$ cat src/rtl/bmp_stream_reader.sv
// bmp_stream_reader: probes SD sectors on a stride for a BMP matching bmp_width/bmp_height, then streams its 24/32bpp pixels as RGB888 or RGB565 (clk, rst, sd_* sector reader, find/ready/state_code/not_found control, write_req handshake, pix_* stream)
module bmp_stream_reader #(
  parameter int unsigned START_SECTOR = 32000,
  parameter int unsigned SEARCH_STRIDE = 8,
  parameter int unsigned MAX_PROBES = 4096,
  parameter bit OUT_RGB565 = 0
) (
  input  logic        clk,
  input  logic        rst,
  input  logic        sd_init_done,
  input  logic        find,
  input  logic [15:0] bmp_width,
  input  logic [15:0] bmp_height,
  output logic        ready,
  output logic [2:0]  state_code,
  output logic        not_found,
  output logic        write_req,
  input  logic        write_req_ack,
  output logic        sd_sec_read,
  output logic [31:0] sd_sec_read_addr,
  input  logic [7:0]  sd_sec_read_data,
  input  logic        sd_sec_read_data_valid,
  input  logic        sd_sec_read_end,
  output logic        pix_valid,
  output logic [23:0] pix_data,
  output logic        pix_eol
);
  localparam logic [31:0] BASE = 32'(START_SECTOR) & ~32'(SEARCH_STRIDE - 1);
  typedef enum logic [2:0] {IDLE, FIND, CHECK, FAIL, WAIT_ACK, READ, DONE} state_t;
  state_t st;
  logic [9:0] hcnt;
  logic [15:0] magic, bpp;
  logic [31:0] file_len, data_off, width, height, probes, bcnt, pcnt, col;
  logic [31:0] h_abs, row_pix, total;
  logic [1:0] pad, pad_cnt, comp, last_comp;
  logic [7:0] b_r, g_r;
  logic [4:0] sh;
  logic [3:0] sb;
  logic match;
  assign h_abs = height[31] ? 32'd0 - height : height;
  assign row_pix = (width * 32'(bpp)) >> 3;
  assign pad = 2'd0 - row_pix[1:0];
  assign total = width * h_abs;
  assign last_comp = (bpp == 16'd32) ? 2'd3 : 2'd2;
  assign sh = {hcnt[1:0] - 2'd2, 3'b000};
  assign sb = {hcnt[0], 3'b000};
  assign match = magic == 16'h4D42 && width[15:0] == bmp_width && h_abs[15:0] == bmp_height &&
                 (bpp == 16'd24 || bpp == 16'd32) && data_off >= 32'd54 && data_off < file_len;
  always_ff @(posedge clk or posedge rst)
    if (rst) begin
      st <= IDLE;
      ready <= 1'b0;
      state_code <= 3'd0;
      not_found <= 1'b0;
      write_req <= 1'b0;
      sd_sec_read <= 1'b0;
      sd_sec_read_addr <= BASE;
      pix_valid <= 1'b0;
      pix_data <= 24'd0;
      pix_eol <= 1'b0;
      hcnt <= 10'd0;
      magic <= 16'd0;
      bpp <= 16'd0;
      file_len <= 32'd0;
      data_off <= 32'd0;
      width <= 32'd0;
      height <= 32'd0;
      probes <= 32'd0;
      bcnt <= 32'd0;
      pcnt <= 32'd0;
      col <= 32'd0;
      pad_cnt <= 2'd0;
      comp <= 2'd0;
      b_r <= 8'd0;
      g_r <= 8'd0;
    end else if (!sd_init_done) begin
      st <= IDLE;
      ready <= 1'b0;
      state_code <= 3'd0;
      not_found <= 1'b0;
      write_req <= 1'b0;
      sd_sec_read <= 1'b0;
      sd_sec_read_addr <= BASE;
      pix_valid <= 1'b0;
      pix_eol <= 1'b0;
    end else begin
      not_found <= 1'b0;
      pix_valid <= 1'b0;
      pix_eol <= 1'b0;
      case (st)
        IDLE: begin
          ready <= !find;
          state_code <= find ? 3'd2 : (state_code == 3'd4 ? 3'd4 : 3'd1);
          if (find) begin
            st <= FIND;
            probes <= 32'd0;
            hcnt <= 10'd0;
            sd_sec_read <= 1'b1;
          end
        end
        FIND: begin
          sd_sec_read <= !sd_sec_read_end;
          if (sd_sec_read_data_valid) begin
            hcnt <= hcnt + 10'd1;
            if (hcnt < 10'd2) magic[sb +: 8] <= sd_sec_read_data;
            if (hcnt >= 10'd2 && hcnt <= 10'd5) file_len[sh +: 8] <= sd_sec_read_data;
            if (hcnt >= 10'd10 && hcnt <= 10'd13) data_off[sh +: 8] <= sd_sec_read_data;
            if (hcnt >= 10'd18 && hcnt <= 10'd21) width[sh +: 8] <= sd_sec_read_data;
            if (hcnt >= 10'd22 && hcnt <= 10'd25) height[sh +: 8] <= sd_sec_read_data;
            if (hcnt >= 10'd28 && hcnt <= 10'd29) bpp[sb +: 8] <= sd_sec_read_data;
          end
          if (sd_sec_read_end) st <= CHECK;
        end
        CHECK:
          if (match) begin
            write_req <= 1'b1;
            st <= WAIT_ACK;
          end else if (probes + 32'd1 < 32'(MAX_PROBES)) begin
            probes <= probes + 32'd1;
            sd_sec_read_addr <= sd_sec_read_addr + 32'(SEARCH_STRIDE);
            hcnt <= 10'd0;
            sd_sec_read <= 1'b1;
            st <= FIND;
          end else st <= FAIL;
        FAIL: begin
          not_found <= 1'b1;
          state_code <= 3'd4;
          ready <= 1'b1;
          sd_sec_read_addr <= BASE;
          st <= IDLE;
        end
        WAIT_ACK:
          if (write_req_ack) begin
            write_req <= 1'b0;
            state_code <= 3'd3;
            sd_sec_read <= 1'b1;
            bcnt <= 32'd0;
            pcnt <= 32'd0;
            col <= 32'd0;
            pad_cnt <= 2'd0;
            comp <= 2'd0;
            st <= READ;
          end
        READ: begin
          sd_sec_read <= !sd_sec_read_end;
          if (sd_sec_read_data_valid) begin
            bcnt <= bcnt + 32'd1;
            if (bcnt >= data_off && pcnt != total) begin
              if (pad_cnt != 2'd0) pad_cnt <= pad_cnt - 2'd1;
              else begin
                comp <= comp + 2'd1;
                if (comp == 2'd0) b_r <= sd_sec_read_data;
                if (comp == 2'd1) g_r <= sd_sec_read_data;
                if (comp == 2'd2)
                  pix_data <= OUT_RGB565 ? {8'd0, sd_sec_read_data[7:3], g_r[7:2], b_r[7:3]}
                                         : {sd_sec_read_data, g_r, b_r};
                if (comp == last_comp) begin
                  comp <= 2'd0;
                  pix_valid <= 1'b1;
                  pix_eol <= col == width - 32'd1;
                  pcnt <= pcnt + 32'd1;
                  col <= (col == width - 32'd1) ? 32'd0 : col + 32'd1;
                  if (col == width - 32'd1) pad_cnt <= pad;
                end
              end
            end
          end
          if (sd_sec_read_end) begin
            sd_sec_read_addr <= sd_sec_read_addr + 32'd1;
            if (pcnt == total || bcnt >= file_len) st <= DONE;
          end
        end
        DONE: begin
          sd_sec_read <= 1'b0;
          sd_sec_read_addr <= BASE;
          state_code <= 3'd1;
          ready <= 1'b1;
          st <= IDLE;
        end
        default: st <= IDLE;
      endcase
    end
endmodule

$ cat config.mk
export PLATFORM = sky130hd
export DESIGN_NAME = bmp_stream_reader
export DESIGN_NICKNAME = d
export VERILOG_FILES = /design/src/rtl/bmp_stream_reader.sv
export SDC_FILE = /design/constraint.sdc
export NUM_CORES = 2
export LEC_CHECK = 0
export CAP_MARGIN = 20
export CELL_PAD_IN_SITES_DETAIL_PLACEMENT = 1
export CELL_PAD_IN_SITES_GLOBAL_PLACEMENT = 2
export CORE_MARGIN = 2
export CORE_UTILIZATION = 25
export DETAILED_ROUTE_END_ITERATION = 10
export PLACE_DENSITY_LB_ADDON = 0.15
export SLEW_MARGIN = 20
export SYNTH_ARGS = -nofsm -noshare
export SYNTH_HDL_FRONTEND = slang
export SYNTH_SLANG_ARGS = --single-unit
$ cat constraint.sdc
create_clock -name clk -period 27.7 [get_ports clk]
set_input_delay 5.54 -clock clk [delete_from_list [all_inputs] [get_ports clk]]
set_output_delay 5.54 -clock clk [all_outputs]
set_load 0.02 [all_outputs]
==> results.toml <==
[sta]
min_period_over_period = 0.427
finClkSkew_ns = 0.0237
relSlewSlack = 0.233
setup_viol = 0
rsz0062_at_grt = "no"
slew_viol_final = 0
setup_tns_ns = 0
timing.hold.ws_ns = 0.465
period_minus_slack_ns = 11.83
worst_pin_slew_ns = 1.14
fmax_mhz = 84.6
hold_violations = 0

[cts]
clk_latency_ns = 0.64
cts_sinks = 386
clk_pin_slew_worst_paths_ns = 0.08
clk_root_buffer_cell = "clkbuf_16"
cts_buffers = 51
clk_path_buf_depth = 3
postCtsSetupBuffers = 0
htree_levels = 2
cts_resized = 0
postCtsHoldBufs = 0
cts_tree = "done"

[critical_path]
cp-startpoint = "height[0]"
required_ns = 28.17
critPathMaxFanout = 47
critPathKind = "flop to flop"
crit_path_start_kind = "flop"
cpMaxStageDelayCell = "a21oi_1"
endpoint_kind = "flop"
r2r-start = "height[0]"
r2r_cells = 32
r2r-end = "pcnt[15]"
worstPathArrival_ns = 12.30
cpPeakStageDelay_ns = 0.70
reg2reg_slack_ns = 15.87
cp-endpoint = "pcnt[15]"
crit_top_cell = "fa_1"

[drt]
drt-total-wl_mm = 141
routedWlPerCell_microns = 22.4
first_iter_violations = 1514
vias = 30075
first_pass_iters = 7
avgViaCountPerCell = 4.77
drtAntennaViolNets = 0
drc = 0

[yosys]
synth_nets = 4899
synth_top_area_frac = 0.248
synth-seq-area-share = 0.252
yosys-top-cells-count = "nand2_1, fa_1, inv_1"
synthTopCellsByArea = "dfrtp_1, fa_1, ha_1"
synth.avg_cell_area_sq_um = 9.13
syn-cell-area_sq_mm = 0.0384
synth-edff-count = 0
synth_area_leader_cell = "dfrtp_1"
ys.flop_type = "dfrtp_1"
netlist_instances = 4204
synth_cell_type_count = 91
async_flop_share = 1.00
ys_seq_elements = 386
synth_warnings = 0
yosysMostFrequentCell = "nand2_1"

[floorplan]
die_h_microns = 396
fp.dieW_microns = 396
die-area_sq_mm = 0.157
num_io_pins = 112
rows = 143
initial_core_util = 0.252
core-area_sq_mm = 0.152

[placed_design]
globalplace.congestion = 0.816
placed_area_sq_mm = 0.0419
hpwl_mm = 108
io_buffer_count = 111
place_inst = 6199

[global_routing]
grt_max_degree = 127
antenna_found_initial = 6
grt_pass1_wl_mm = 217
grt_pass1_vias = 33110
grt_usage = 0.182
overflow = 0

[power]
p_clk_frac = 0.486
peakVddDrop_uv = 43.6
switching_share = 0.285
power_uw = 1500
p_switching_uw = 427
power_density_mw_per_mm2 = 34.2
p_comb_frac = 0.112
p_leak_uw = 0.0180
pwr-share-seq = 0.401
p_int_uw = 1070

[min_path]
min_path_type = "flop to flop"

[layout]
syn2layout_area_growth_pct = 13.9
final_cells = 6299
fin_area_sq_mm = 0.0437
drive_gt1_frac = 0.0657
nets = 4917

[run_status]
outcome = "complete, no violations"

[run]
max_cap_violations = 0
-- through the flow --
| step | utilization | setup slack, ns |
|---|---|---|
| after floorplan | - | 11.44 |
| after global placement | 0.275 | 15.82 |
| after detailed placement | 0.275 | 15.73 |
| after CTS | 0.287 | 15.73 |
| after global routing | 0.287 | 15.03 |
| final | 0.287 | 15.87 |
-- flip-flops by register name, summed over array words and instances, names as in the netlist, 24 cells and up --
register	count
bcnt	32
col	32
data_off	32
file_len	32
height	32
pcnt	32
pix_data	24
probes	32
sd_sec_read_addr	32
width	32
-- how the worst min path moves through the flow --
stage	start	endpoint	slack (ns)	depth (start not counted)
after floorplan	probes[9]	probes[9]	0.44	1
after global placement	g_r[5]	pix_data[13]	0.46	1
after detailed placement	g_r[6]	pix_data[14]	0.47	1
after CTS	b_r[6]	pix_data[6]	0.46	1
after global routing	b_r[6]	pix_data[6]	0.49	1
final	b_r[5]	pix_data[5]	0.46	1
-- routing by layer --
layer / share of wire / track usage
met5: 0.00018 / 0
met4: 0.031 / 0.0555
met3: 0.023 / 0.0171
met2: 0.49 / 0.314
met1: 0.46 / 0.240
-- worst max-delay path, delay by kind of cell, from the launching register on --
| kind | cells | cell delay, ns |
|---|---|---|
| AO/OA/AOI/OAI | 8 | 2.52 |
| adder cells (fa/ha/maj) | 10 | 4.74 |
| AND/OR/NAND/NOR | 9 | 2.40 |
| XOR/XNOR | 1 | 0.16 |
| buffers and inverters | 4 | 1.10 |
| flip-flops | 1 | 0.66 |
-- logic make-up after synthesis --
kind of cell,share of synthesized area
compound gates,0.109
xor+xnor,0.0633
fa+ha+maj,0.291
buf+inv,0.0610
flops,0.252
mux,0.0243
simple gates,0.199
-- cell usage in the layout (no fill, tap or decap), types with 114 or more instances in the layout --
| cell type | n |
|---|---|
| fa_1 | 410 |
| nor2b_1 | 140 |
| a21oi_1 | 114 |
| o21ai_0 | 282 |
| inv_1 | 391 |
| nand2_1 | 564 |
| xnor2_1 | 158 |
| dfrtp_1 | 378 |
| and2_1 | 192 |
| nor2_1 | 203 |
| ha_1 | 238 |
-- area by class of cell --
type | instances | area [sq um]
Inverter | 393 | 1480
Clock inverter | 26 | 359
Timing Repair Buffer | 181 | 1650
Multi-Input combinational cell | 3209 | 26600
Antenna cell | 5 | 12.5
Sequential cell | 386 | 9670
Fill cell | 17489 | 109000
Clock buffer | 69 | 1460
Tap cell | 2030 | 2540
-- power groups by stage --
| stage | clock, uW | sequential, uW | combinational, uW |
|---|---|---|---|
| after floorplan | 0 | 606 | 92.6 |
| after global placement | 0 | 611 | 173 |
| after detailed placement | 0 | 612 | 173 |
| after CTS | 761 | 601 | 173 |
| after global routing | 777 | 604 | 187 |
| final | 728 | 601 | 168 |
No activity file was read; power rests on OpenSTA's default activity.
